==> config.mk <==
export PLATFORM = sky130hd
export DESIGN_NAME = mem_access
export DESIGN_NICKNAME = d
export VERILOG_FILES = /design/src/rtl/mem_access_pkg.sv /design/src/rtl/mem_access_align.sv /design/src/rtl/mem_access.sv
export SDC_FILE = /design/constraint.sdc
export NUM_CORES = 1
export LEC_CHECK = 0
export CAP_MARGIN = 20
export CORE_AREA = 2 2 266 268
export DETAILED_ROUTE_END_ITERATION = 16
export DIE_AREA = 0 0 268 270
export SYNTH_ARGS = -nofsm -noshare
export SYNTH_HDL_FRONTEND = slang
export SYNTH_SLANG_ARGS = --single-unit
export TNS_END_PERCENT = 50
==> constraint.sdc <==
create_clock -name clock -period 3.6 [get_ports clock]
set_clock_uncertainty 0.15 [all_clocks]
set_input_delay 0.72 -clock clock [delete_from_list [all_inputs] [get_ports clock]]
set_output_delay 0.72 -clock clock [all_outputs]
set_load 0.02 [all_outputs]
==> src/rtl/mem_access_pkg.sv <==
// Shared types and constants for the mem_access stage: funct3 access codes,
// trap causes, FSM states and the reset PC.
package mem_access_pkg;

  localparam int XLEN   = 64;
  localparam int STRB_W = XLEN / 8;

  localparam logic [XLEN-1:0] PMEM_START = 64'h0000_0000_8000_0000;

  localparam logic [2:0] F3_B   = 3'b000;
  localparam logic [2:0] F3_H   = 3'b001;
  localparam logic [2:0] F3_W   = 3'b010;
  localparam logic [2:0] F3_D   = 3'b011;
  localparam logic [2:0] F3_BU  = 3'b100;
  localparam logic [2:0] F3_HU  = 3'b101;
  localparam logic [2:0] F3_WU  = 3'b110;
  localparam logic [2:0] F3_BAD = 3'b111;

  localparam logic [XLEN-1:0] CAUSE_LOAD_MISALIGN  = 64'd4;
  localparam logic [XLEN-1:0] CAUSE_LOAD_FAULT     = 64'd5;
  localparam logic [XLEN-1:0] CAUSE_STORE_MISALIGN = 64'd6;

  typedef enum logic [1:0] {
    ST_IDLE = 2'd0,
    ST_REQ  = 2'd1,
    ST_RESP = 2'd2,
    ST_DONE = 2'd3
  } state_t;

  // Offset bits that must be zero for a naturally aligned access of this size.
  function automatic logic [2:0] size_mask(input logic [1:0] size);
    case (size)
      2'd0:    size_mask = 3'b000;
      2'd1:    size_mask = 3'b001;
      2'd2:    size_mask = 3'b011;
      default: size_mask = 3'b111;
    endcase
  endfunction

endpackage

==> src/rtl/mem_access_align.sv <==
// Combinational lane logic: store strobes/data shift, load extraction and extension,
// misalignment detect (only reported when MEM_MISALIGN_TRAP_EN is defined).
module mem_access_align
  import mem_access_pkg::*;
(
  input  logic [2:0]        funct3_i,
  input  logic [2:0]        off_i,
  input  logic [XLEN-1:0]   sdata_i,
  input  logic [XLEN-1:0]   rdata_i,
  output logic [STRB_W-1:0] wstrb_o,
  output logic [XLEN-1:0]   wdata_o,
  output logic [XLEN-1:0]   ldata_o,
  output logic              misalign_o
);

  logic [2:0]        mask;
  logic [2:0]        eff_off;
  logic [5:0]        shamt;
  logic [STRB_W-1:0] base_strb;
  logic [XLEN-1:0]   rsh;

  always_comb begin
    mask    = size_mask(funct3_i[1:0]);
    // Aligning down is harmless in the trap build: a misaligned op never reaches the bus.
    eff_off = off_i & ~mask;
    shamt   = {eff_off, 3'b000};
`ifdef MEM_MISALIGN_TRAP_EN
    misalign_o = |(off_i & mask);
`else
    misalign_o = 1'b0;
`endif
    case (funct3_i[1:0])
      2'd0:    base_strb = 8'h01;
      2'd1:    base_strb = 8'h03;
      2'd2:    base_strb = 8'h0F;
      default: base_strb = 8'hFF;
    endcase
    wstrb_o = base_strb << eff_off;
    wdata_o = sdata_i << shamt;
    rsh     = rdata_i >> shamt;
    case (funct3_i)
      F3_B:    ldata_o = {{56{rsh[7]}},  rsh[7:0]};
      F3_H:    ldata_o = {{48{rsh[15]}}, rsh[15:0]};
      F3_W:    ldata_o = {{32{rsh[31]}}, rsh[31:0]};
      F3_D:    ldata_o = rsh;
      F3_BU:   ldata_o = {56'd0, rsh[7:0]};
      F3_HU:   ldata_o = {48'd0, rsh[15:0]};
      F3_WU:   ldata_o = {32'd0, rsh[31:0]};
      default: ldata_o = '0;
    endcase
  end

endmodule

==> src/rtl/mem_access.sv <==
// Memory-access stage: one load/store per instruction on a valid/ready bus, stalling upstream
// while outstanding. MEM_MISALIGN_TRAP_EN turns misaligned accesses into traps instead of aligning down.
module mem_access
  import mem_access_pkg::*;
(
  input  logic              clock,
  input  logic              reset,
  input  logic              load_i,
  input  logic              store_i,
  input  logic [2:0]        funct3_i,
  input  logic [XLEN-1:0]   aluout_i,
  input  logic [XLEN-1:0]   sdata_i,
  input  logic              wen_i,
  input  logic [4:0]        rd_i,
  input  logic              exception_i,
  input  logic [XLEN-1:0]   cause_i,
  input  logic [XLEN-1:0]   pc_i,
  output logic              dreq_valid_o,
  input  logic              dreq_ready_i,
  output logic              dreq_we_o,
  output logic [XLEN-1:0]   dreq_addr_o,
  output logic [XLEN-1:0]   dreq_wdata_o,
  output logic [STRB_W-1:0] dreq_wstrb_o,
  input  logic              drsp_valid_i,
  input  logic [XLEN-1:0]   drsp_rdata_i,
  output logic              stall_o,
  output logic              wen_o,
  output logic [4:0]        rd_o,
  output logic [XLEN-1:0]   wdata_o,
  output logic              exception_o,
  output logic [XLEN-1:0]   cause_o,
  output logic [XLEN-1:0]   pc_o
);

  state_t            state_q, state_d;
  logic              we_q, we_d;
  logic              wen_q, wen_d;
  logic [4:0]        rd_q, rd_d;
  logic [2:0]        funct3_q, funct3_d;
  logic [XLEN-1:0]   addr_q, addr_d;
  logic [XLEN-1:0]   wdata_q, wdata_d;
  logic [STRB_W-1:0] wstrb_q, wstrb_d;
  logic [XLEN-1:0]   pc_q, pc_d;
  logic [XLEN-1:0]   rdata_q, rdata_d;

  logic              idle;
  logic              mem_op;
  logic              load_fault;
  logic              trap_misalign;
  logic [2:0]        al_funct3;
  logic [2:0]        al_off;
  logic [STRB_W-1:0] al_wstrb;
  logic [XLEN-1:0]   al_wdata;
  logic [XLEN-1:0]   al_ldata;
  logic              al_misalign;

  assign idle          = (state_q == ST_IDLE);
  assign mem_op        = (load_i | store_i) & ~exception_i;
  assign load_fault    = mem_op & load_i & (funct3_i == F3_BAD);
  assign trap_misalign = mem_op & ~load_fault & al_misalign;

  // One lane unit: fed by the incoming op while idle, by the captured op afterwards.
  assign al_funct3 = idle ? funct3_i      : funct3_q;
  assign al_off    = idle ? aluout_i[2:0] : addr_q[2:0];

  mem_access_align u_align (
    .funct3_i   (al_funct3),
    .off_i      (al_off),
    .sdata_i    (sdata_i),
    .rdata_i    (drsp_rdata_i),
    .wstrb_o    (al_wstrb),
    .wdata_o    (al_wdata),
    .ldata_o    (al_ldata),
    .misalign_o (al_misalign)
  );

  always_comb begin
    state_d  = state_q;
    we_d     = we_q;
    wen_d    = wen_q;
    rd_d     = rd_q;
    funct3_d = funct3_q;
    addr_d   = addr_q;
    wdata_d  = wdata_q;
    wstrb_d  = wstrb_q;
    pc_d     = pc_q;
    rdata_d  = rdata_q;
    case (state_q)
      ST_IDLE: begin
        if (mem_op && !load_fault && !trap_misalign) begin
          we_d     = ~load_i;
          wen_d    = wen_i & load_i;
          rd_d     = rd_i;
          funct3_d = funct3_i;
          addr_d   = aluout_i;
          wdata_d  = al_wdata;
          wstrb_d  = load_i ? '0 : al_wstrb;
          pc_d     = pc_i;
          state_d  = ST_REQ;
        end
      end
      ST_REQ: begin
        if (dreq_ready_i) state_d = ST_RESP;
      end
      ST_RESP: begin
        if (drsp_valid_i) begin
          rdata_d = al_ldata;
          state_d = ST_DONE;
        end
      end
      default: state_d = ST_IDLE;
    endcase
  end

  // Outputs are forced to their reset values while reset is held, so an access is dropped at once.
  always_comb begin
    dreq_valid_o = 1'b0;
    dreq_we_o    = 1'b0;
    dreq_addr_o  = '0;
    dreq_wdata_o = '0;
    dreq_wstrb_o = '0;
    stall_o      = 1'b0;
    wen_o        = 1'b0;
    rd_o         = '0;
    wdata_o      = '0;
    exception_o  = 1'b0;
    cause_o      = '0;
    pc_o         = PMEM_START;
    if (reset) begin
      case (state_q)
        ST_IDLE: begin
          rd_o    = rd_i;
          pc_o    = pc_i;
          wdata_o = aluout_i;
          if (load_fault) begin
            exception_o = 1'b1;
            cause_o     = CAUSE_LOAD_FAULT;
          end else if (trap_misalign) begin
            exception_o = 1'b1;
            cause_o     = load_i ? CAUSE_LOAD_MISALIGN : CAUSE_STORE_MISALIGN;
          end else if (mem_op) begin
            stall_o = 1'b1;
          end else begin
            wen_o       = wen_i;
            exception_o = exception_i;
            cause_o     = cause_i;
          end
        end
        ST_REQ: begin
          dreq_valid_o = 1'b1;
          dreq_we_o    = we_q;
          dreq_addr_o  = {addr_q[XLEN-1:3], 3'b000};
          dreq_wdata_o = wdata_q;
          dreq_wstrb_o = wstrb_q;
          stall_o      = 1'b1;
          rd_o         = rd_q;
          pc_o         = pc_q;
        end
        ST_RESP: begin
          stall_o = 1'b1;
          rd_o    = rd_q;
          pc_o    = pc_q;
        end
        default: begin
          wen_o   = wen_q;
          rd_o    = rd_q;
          wdata_o = rdata_q;
          pc_o    = pc_q;
        end
      endcase
    end
  end

  always_ff @(posedge clock or negedge reset) begin
    if (!reset) begin
      state_q  <= ST_IDLE;
      we_q     <= 1'b0;
      wen_q    <= 1'b0;
      rd_q     <= '0;
      funct3_q <= '0;
      addr_q   <= '0;
      wdata_q  <= '0;
      wstrb_q  <= '0;
      pc_q     <= PMEM_START;
      rdata_q  <= '0;
    end else begin
      state_q  <= state_d;
      we_q     <= we_d;
      wen_q    <= wen_d;
      rd_q     <= rd_d;
      funct3_q <= funct3_d;
      addr_q   <= addr_d;
      wdata_q  <= wdata_d;
      wstrb_q  <= wstrb_d;
      pc_q     <= pc_d;
      rdata_q  <= rdata_d;
    end
  end

endmodule

==> run metrics, run 1 <==
Slew HR 53.0%; WS Path Type register to primary output; static leakage 0.0135 uW; Final GP Congestion 0.913; Pwr per Cell Area 779 nW/um^2; maximum VDD drop 0.315 mV; Placed Area 25300 sq um; Final Hold Viols 0; CTS Buffer Depth 3; Fin Hold WS 0.0770 ns; EDFF count, synth 0; Mapped Cells 2181; largest net degree at the start of global routing 119; sequential area share after synthesis 40.4%; Cell Area, Synth 17100 sq um; first-pass GRT wire length 121 mm; CTS H-tree depth 2; crit path launch type register; Least-Margin Pin Slew 0.705 ns; io pins 674; Die X 268 um; nature of the critical path endpoint primary output; syn avg cell area 7.85 sq um; DRT iter0 DRCs 1734; Die Ht 270 um; ys async rst share 100%; floorplan row count 97; DR vias 18300; CP Capture Point cause_o[27]; period utilization 97.0%; Avg Vias per Cell 4.85; clock latency on the worst-skew pair 0.56 ns; Post-Place Cells 3682; initial antenna violation count 17; non-filler cells, final 3769; aggregate global-route resource usage 22.3%; r2r setup slk 0.30 ns; YS warnings 0; WP data required 2.73 ns; Reg-to-Reg End rdata_q[63]; cts bufs inserted 38; nets 3131; Util after Layout 38.4%; Synth Flop Type dfrtp_1; Initial Utilization 24.6%; Netlist cell types 56; fraction of layout cells with a size suffix above 1 8.09%; minimum clock period 3.49 ns; clock sink count 276; Fillers 7110; root buf cell clkbuf_16; synthesis-stage register bit count 276; total gr overflow 0; drt first pass iters 5; Area Growth Syn to Fin 56.2%; WL final 83.4 mm; Design Area, Final 26700 sq um; status finished, final reports clean; CP arrival 2.62 ns; number of remaining DRC errors 0; Crit. Startpoint state_q[0]; vias in the first global route 17700; R2R Path Start state_q[0]; IO buf count 670; drt wl/cell 22.1 um; Core Region 69500 sq um; min-delay worst type input pin to async pin; max frequency 0.286 GHz; hpwl dp 61.4 mm; die area 72400 sq um; Final ANT Viol Nets 0; worst reg-to-reg path cell count 11; MaxCap Viol Count 0; CTS tree yes; clock-pin slew on the worst setup and hold paths 0.06 ns; Setup-failing EPs final 0; Crit Path Max Fanout 32; pins over their slew limit 0
[synth_stat cells, drive strengths merged, types with 3 or more instances]
cell | count | area share (%)
a211o | 8 | 0.41
a31oi | 25 | 0.91
o21ai | 79 | 2.3
nand2 | 758 | 17
inv | 6 | 0.13
dfrtp | 275 | 40
a32o | 3 | 0.18
buf | 38 | 1.2
and2 | 70 | 2.6
nor2 | 56 | 1.2
nor3 | 4 | 0.15
mux2 | 5 | 0.35
a32oi | 16 | 0.82
a22oi | 7 | 0.31
nand3 | 111 | 3.2
a22o | 93 | 4.8
a211oi | 3 | 0.16
o211ai | 18 | 0.79
clkbuf | 150 | 3.3
a21oi | 69 | 2.7
o21a | 4 | 0.18
ha | 4 | 0.29
and3 | 150 | 5.5
nor4 | 5 | 0.38
or2 | 7 | 0.26
mux2i | 122 | 7.1
nand2b | 8 | 0.29
nor2b | 69 | 2.5
[layout by cell type, fill, tap and decap left out, types with 3 or more instances in the layout]
master / netlist / final
clkdlybuf4s50_1: 0 / 471
mux2i_1: 122 / 122
clkbuf_1: 150 / 6
o21ai_0: 78 / 77
or2_2: 7 / 7
and3_1: 150 / 149
o21a_1: 4 / 4
a211o_1: 8 / 8
and2_1: 70 / 68
conb_1: 1 / 3
clkbuf_8: 0 / 6
nor2b_1: 69 / 69
inv_1: 6 / 6
nor2_1: 56 / 52
nand2b_1: 8 / 8
a21oi_1: 39 / 39
buf_4: 3 / 53
nor4_2: 3 / 3
nor2_4: 0 / 3
clkinv_2: 0 / 8
mux2_2: 4 / 4
a21oi_2: 30 / 30
buf_8: 0 / 3
dfrtp_1: 275 / 275
a31oi_1: 25 / 25
bufinv_16: 0 / 3
a22oi_1: 7 / 7
a32oi_1: 16 / 15
clkbuf_16: 0 / 40
diode_2: 0 / 10
nand2_1: 756 / 754
buf_16: 0 / 4
nand2_4: 0 / 3
dlygate4sd2_1: 0 / 144
a22o_1: 93 / 93
nand3_1: 111 / 111
o211ai_1: 18 / 18
dlymetal6s2s_1: 0 / 44
buf_12: 0 / 34
[per-stage QoR]
step	power (uW)	worst slack (ns)	TNS (ns)
final	20800	0.106	0
after floorplan	12100	0.271	0
after CTS	20800	-0.0107	-0.0199
after global routing	22200	-0.0144	-0.0891
after detailed placement	17000	0.0824	0
after global placement	16900	0.0824	0
[layout make-up]
| class | instances | area (sq um) | share of cell area (%) |
|---|---|---|---|
| multi-input combinational | 1713 | 9530 | 35.6 |
| tap | 940 | 1180 | 4.40 |
| timing repair buffer | 756 | 7820 | 29.3 |
| sequential | 276 | 6910 | 25.8 |
| inverter | 6 | 22.5 | 0.0842 |
| clock inverter | 18 | 196 | 0.735 |
| clock buffer | 50 | 1060 | 3.95 |
| antenna | 10 | 25.0 | 0.0936 |
[cells by family (layout without fill, tap and decap cells)]
group | count (synthesis) | count (layout) | share of synthesized area, %
and+or+nand+nor | 1246 | 1246 | 33.2
other | 1 | 13 | 0.0219
adders and majority gates | 4 | 4 | 0.293
DFF | 276 | 276 | 40.4
muxes | 127 | 127 | 7.49
buffers and inverters | 194 | 830 | 4.60
AOI/OAI and AO/OA | 333 | 333 | 14.0
[worst max-delay path, stage by stage, from the launching register on]
cell             delay, ns
dfrtp_1               0.44
inv_1                 0.15
ha_4                  0.21
nand2_2               0.16
nor2_4                0.15
buf_12                0.18
and2_1                0.14
clkdlybuf4s50_1       0.61
[worst min path at each step]
| stage | from | to | cells after the start |
|---|---|---|---|
| 2_1_floorplan | reset | addr_q[0] | 0 |
| 3_3_place_gp | pc_q[31] | pc_q[31] | 2 |
| 3_5_place_dp | addr_q[2] | addr_q[2] | 2 |
| 4_1_cts | reset | wdata_q[22] | 2 |
| 5_1_grt | reset | wdata_q[4] | 2 |
| 6_report | reset | wdata_q[29] | 2 |
[per-layer routing]
metal / up-vias / track usage [%] / share of wire [%]
met5: - / 0.203 / 0.10
met2: 759 / 36.3 / 48
met3: 134 / 6.48 / 8.2
met1: 8738 / 28.2 / 41
met4: 14 / 7.09 / 3.0
li1: 8618 / - / -
[sequential cells by signal, indices dropped and copies added, names as in the netlist]
name      count
state_q       2
funct3_q      3
wdata_q      64
we_q          1
wen_q         1
addr_q       64
pc_q         64
rdata_q      64
wstrb_q       8
rd_q          5
[power by group]
| group | internal [uW] | switching, uW |
|---|---|---|
| logic | 4630 | 6770 |
| clock network | 2290 | 1580 |
| registers | 4530 | 1010 |
[repair_timing]
item                                    CTS  global route
cloned                                    2             2
buffers inserted                          2             2
endpoints found under the hold margin     3             0
endpoints found under the setup margin  196           125
pin swaps                                 0             1
resized for setup                       151            44
hold buffers                              1             0
No activity file was read; power rests on OpenSTA's default activity.
==> inputs of run 2 (changes only) <==
--- a/config.mk
+++ b/config.mk
@@ -6,9 +6,12 @@
 export NUM_CORES = 1
 export LEC_CHECK = 0
 export CAP_MARGIN = 20
-export CORE_AREA = 2 2 266 268
+export CELL_PAD_IN_SITES_DETAIL_PLACEMENT = 0
+export CELL_PAD_IN_SITES_GLOBAL_PLACEMENT = 1
+export CORE_AREA = 2 2 260 262
 export DETAILED_ROUTE_END_ITERATION = 16
-export DIE_AREA = 0 0 268 270
+export DIE_AREA = 0 0 262 264
+export PLACE_DENSITY_LB_ADDON = 0.1
 export SYNTH_ARGS = -nofsm -noshare
 export SYNTH_HDL_FRONTEND = slang
 export SYNTH_SLANG_ARGS = --single-unit
==> run metrics, run 2 (synthesis results as in run 1) <==
largest net degree at the start of global routing 171; status finished, final reports clean; aggregate global-route resource usage 24.5%; Placed Area 25500 sq um; Fillers 6748; Worst path slowest cell clkdlybuf4s50_1; floorplan row count 95; clock-pin slew on the worst setup and hold paths 0.06 ns; CP bufs+invs 3; WL final 87.7 mm; first-pass GRT wire length 127 mm; Design Area, Final 27000 sq um; Final GP Congestion 0.899; Die X 262 um; CP arrival 2.65 ns; total gr overflow 0; CTS tree yes; nature of the critical path endpoint primary output; RSZ-0062 raised after global routing no; commonest non-fill, non-tap cell in the layout nand2_1; DRT iter0 DRCs 1529; Sum Neg Setup Slack 0 ns; Final Hold Viols 0; nets 3168; Final ANT Viol Nets 0; worst reg-to-reg path cell count 12; root buf cell clkbuf_16; min-delay worst type input pin to async pin; number of remaining DRC errors 0; Avg Vias per Cell 4.93; CP Cell Sequence inv_1, ha_4, buf_16, mux2i_2, nor2b_1, clkdlybuf4s50_1; Pwr per Cell Area 791 nW/um^2; initial antenna violation count 16; vias in the first global route 18200; WS Path Type register to primary output; pins over their slew limit 0; Die Ht 264 um; Initial Utilization 25.7%; R2R Path Start state_q[0]; minimum clock period 3.52 ns; CP max stage delay 0.57 ns; cts bufs inserted 37; Least-Margin Pin Slew 0.913 ns; DR vias 18500; drt first pass iters 7; max frequency 0.284 GHz; r2r setup slk 0.15 ns; most frequent cells in the layout nand2_1, clkdlybuf4s50_1, dfrtp_1, and3_1, mux2i_1; drt wl/cell 23.4 um; IO buf count 670; maximum VDD drop 0.442 mV; static leakage 0.0142 uW; Area Growth Syn to Fin 58.1%; Setup-failing EPs final 0; CTS H-tree depth 2; period utilization 97.7%; Reg-to-Reg End rdata_q[17]; Crit Path Max Fanout 26; WP data required 2.73 ns; kind of cell adding the most delay to the critical path buffers and inverters; hpwl dp 66.1 mm; clock sink count 276; CTS Buffer Depth 3; Slew HR 39.1%; fraction of layout cells with a size suffix above 1 9.49%; io pins 674; Core Region 66600 sq um; crit path launch type register; MaxCap Viol Count 0; die area 69200 sq um; clock latency on the worst-skew pair 0.56 ns
-- run 2: changes by cell type in the layout (fill, tap and decap cells not counted), sizes merged, moves of 4 or more --
cell / before / now
clkinv: 11 / 5
clkbuf: 52 / 57
buf: 94 / 133
dlymetal6s2s: 44 / 102
clkdlybuf4s50: 471 / 496
dlygate4sd2: 144 / 61
diode: 10 / 14
-- run 2: cell type report --
type	instances	area, sq um	share of cell area (%)
sequential	276	6910	25.5
clock buffer	56	1130	4.17
timing repair buffer	794	8200	30.3
multi-input combinational	1713	9580	35.4
tap	873	1090	4.04
inverter	6	22.5	0.0833
clock inverter	10	80.1	0.296
antenna	14	35.0	0.130
-- run 2: worst max-delay path by stage --
stage               startpoint          to  slack, ns  cells past startpoint
floorplan           state_q[0]    pc_o[51]       0.27                      8
global placement        load_i  cause_o[0]      -0.12                      6
detailed placement      load_i        we_q      -0.13                      7
CTS                 state_q[0]    pc_o[62]      -0.15                      6
global route        state_q[0]  wdata_o[5]      0.007                      8
finish              state_q[0]    pc_o[60]       0.08                      6
-- run 2: worst reg2reg max path, stage by stage, from the launching register on --
cell,delay [ns]
dfrtp_1,0.43
inv_1,0.12
ha_4,0.23
buf_4,0.19
or4b_1,0.59
and2_4,0.25
mux2i_1,0.15
a32o_1,0.25
nor4_2,0.43
buf_4,0.20
o21ai_2,0.07
buf_12,0.18
o211ai_1,0.11
-- run 2: what timing repair did --
action	4_1_cts	5_1_grt
endpoints found under the setup margin	167	111
hold buffers	1	0
gates resized for setup	67	112
hold endpoints to repair	14	0
gates cloned	1	1
setup buffers	3	0
pin swaps	1	0
-- run 2: through the flow --
stage	total power, uW	worst slack, ns	instances	utilization, %	hold slack (ns)
floorplan	12100	0.271	2183	-	0.274
global placement	17600	-0.121	3655	38.2	0.296
detailed placement	17700	-0.134	3656	38.2	0.300
CTS	21500	-0.149	3727	40.1	0.0792
global route	22800	0.00663	3738	40.6	0.0964
finish	21400	0.0840	3742	40.6	0.0678
-- run 2: power by group --
| group | total (uW) | switching, uW | internal (uW) |
|---|---|---|---|
| Sequential | 5500 | 966 | 4530 |
| Clock | 3710 | 1540 | 2180 |
| Combinational | 12200 | 7150 | 5040 |
| Total | 21400 | 9650 | 11700 |
-- run 2: layer usage --
metal | track usage (%) | part of all wire [%]
met5 | 0 | 0.081
met4 | 6.44 | 2.4
met3 | 4.67 | 6.7
met2 | 38.7 | 46
met1 | 34.2 | 44
==> RTL change, RTL diff (flow settings as in run 1) <==
Take the reset off `rd_q`, `addr_q`, `wdata_q` and `rdata_q` and load them in a clocked block of their own.
--- a/src/rtl/mem_access.sv
+++ b/src/rtl/mem_access.sv
@@ -178,9 +178,5 @@
       wen_q    <= 1'b0;
-      rd_q     <= '0;
       funct3_q <= '0;
-      addr_q   <= '0;
-      wdata_q  <= '0;
       wstrb_q  <= '0;
       pc_q     <= PMEM_START;
-      rdata_q  <= '0;
     end else begin
@@ -189,9 +185,5 @@
       wen_q    <= wen_d;
-      rd_q     <= rd_d;
       funct3_q <= funct3_d;
-      addr_q   <= addr_d;
-      wdata_q  <= wdata_d;
       wstrb_q  <= wstrb_d;
       pc_q     <= pc_d;
-      rdata_q  <= rdata_d;
     end
@@ -199,2 +191,9 @@
 
+  always_ff @(posedge clock) begin
+    rd_q    <= rd_d;
+    addr_q  <= addr_d;
+    wdata_q <= wdata_d;
+    rdata_q <= rdata_d;
+  end
+
 endmodule
Function: same outputs for any inputs over 4 cycles, from zero or initial values and one cycle with reset low; that may be too few to reach the edited logic, so the function may still have changed.
==> RTL change against run 1 <==
- total power decreased by 1.5%
- wire length decreased by 4.7%
- final cell count decreased by 12%
- core utilization decreased by 0.65 points
- sequential cell count unchanged
- design area decreased by 1.7%
- synthesized area decreased by 3.4%
- setup slack got worse by 0.033 ns
==> RTL change: results (changes against run 1) <==
Comb pwr share 56.3% (+1.5 points); layout cell share with drive strength beyond 1 12.46% (+4.4 points); Pre-antenna DRT Iters 6 (+1); Slew @ Worst Pin 0.6601 ns (-0.04523 ns); status finished, final reports clean; P per Cell Area 780.0 mW/mm^2 (+0.17%); first-pass GRT wire length 113,700 um (-5.8%); pin count of the biggest net entering global routing 146 (+23%); met3 Resource Use GR 6.154% (-0.33 points); hpwl dp 60,910 um (-0.78%); Met3 Routed Length 6870 um (+0.88%); Worst-Skew Late Latency 0.55 ns; iteration-0 DRC count of the detailed router 1,392 (-20%); sequential share of the synthesized area 47.76% (+7.4 points); GRT Util Overall 21.07% (-1.2 points); crit path max fanout 36 (+13%); Metal-1 WL 32,580 um (-5.1%); R2R Setup Slk 0.22 ns (-0.08 ns); CTS buffer count 36 (-5.3%); nets@finish 2,683 (-14%); Reg-to-Reg End rdata_q[19]; highest cell delay on the worst timing path 0.54 ns (-0.07 ns); top_reg_cell synth edfxtp_1; switch share 41.92% (-3.1 points); Async S/R FF share, synth 28.62% (-71 points); number of global-route vias before repair 16,600 (-6.4%); htree depth 2 (unchanged); ranking of synthesized cells by area edfxtp_1 36%, dfrtp_1 12%, mux2i_1 7.9%; WL final 79,480 um (-4.7%); worst r2r path cells 10 (-1); Commonest cells post-synth 218 x nand2_1, 197 x edfxtp_1, 144 x and3_1; seq pwr 5.35 mW (-3%); met2 usage 35.01% (-1.3 points); Hold WC Path Type in2async; crit path DAT 2.66 ns (+0.04 ns); VDD IR-drop max 0.3519 mV (+12%); met1 usage 26.38% (-1.8 points); GP Congestion 0.9524 (+4.3%); antenna violations before repair 23 (+6); Lkg Pwr 11.09 nW (-18%); Max Root-Sink Buffers 3 (unchanged); WL met2 37,550 um (-5.2%); Synth cell types 52 (-7.1%); area fraction of the dominant cell type after synthesis 35.79% (-4.4 points)
==> RTL change: stage by stage <==
step,util (%),instance area [um^2],hold WS [ns],setup slack [ns],std cells
finish,37.80,26280,0.1271,0.07319,3315
global route,37.78,26280,0.1257,-0.03001,3312
CTS,37.71,26220,0.1274,0.02063,3308
detailed placement,36.14,25130,0.3123,0.01562,3242
global placement,36.14,25130,0.3089,-0.01170,3242
floorplan,-,16550,0.2744,0.2628,1670
==> RTL change: area by class of cell <==
class	instances	area (um^2)
antenna	7	17.52
inverter	15	63.81
clock buffer	46	969.7
clock inverter	17	181.4
multi-input combinational	1212	7990
tap	940	1176
sequential	276	7894
timing repair buffer	802	7991
fill	6945	43260
==> RTL change: worst max-delay path: cells and delay by family (launching register included) <==
family                     cells  cell delay [ns]
and+or+nand+nor                1             0.08
muxes                          1             0.36
buffers and inverters          3             0.96
adders and majority gates      1             0.25
DFF                            1             0.43
==> RTL change: worst max-delay path by stage <==
stage,startpoint,to
6_report,state_q[0],pc_o[12]
5_1_grt,state_q[0],pc_o[13]
4_1_cts,state_q[0],pc_o[27]
3_5_place_dp,funct3_i[0],stall_o
3_3_place_gp,load_i,stall_o
2_1_floorplan,load_i,stall_o
==> RTL change: what timing repair did <==
action / 4_1_cts / 5_1_grt
setup endpoints to repair: 186 / 41
gates resized for setup: 128 / 22
gates cloned: 2 / 0
hold endpoints to repair: 0 / 0
setup buffers: 1 / 0
==> RTL change: cell families after synthesis <==
family | Yosys count | synth area share, %
AOI/OAI and AO/OA | 347 | 14.43
adders and majority gates | 4 | 0.3028
buffers and inverters | 182 | 4.784
DFF | 276 | 47.76
muxes | 203 | 12.84
other | 1 | 0.02269
and+or+nand+nor | 655 | 19.87
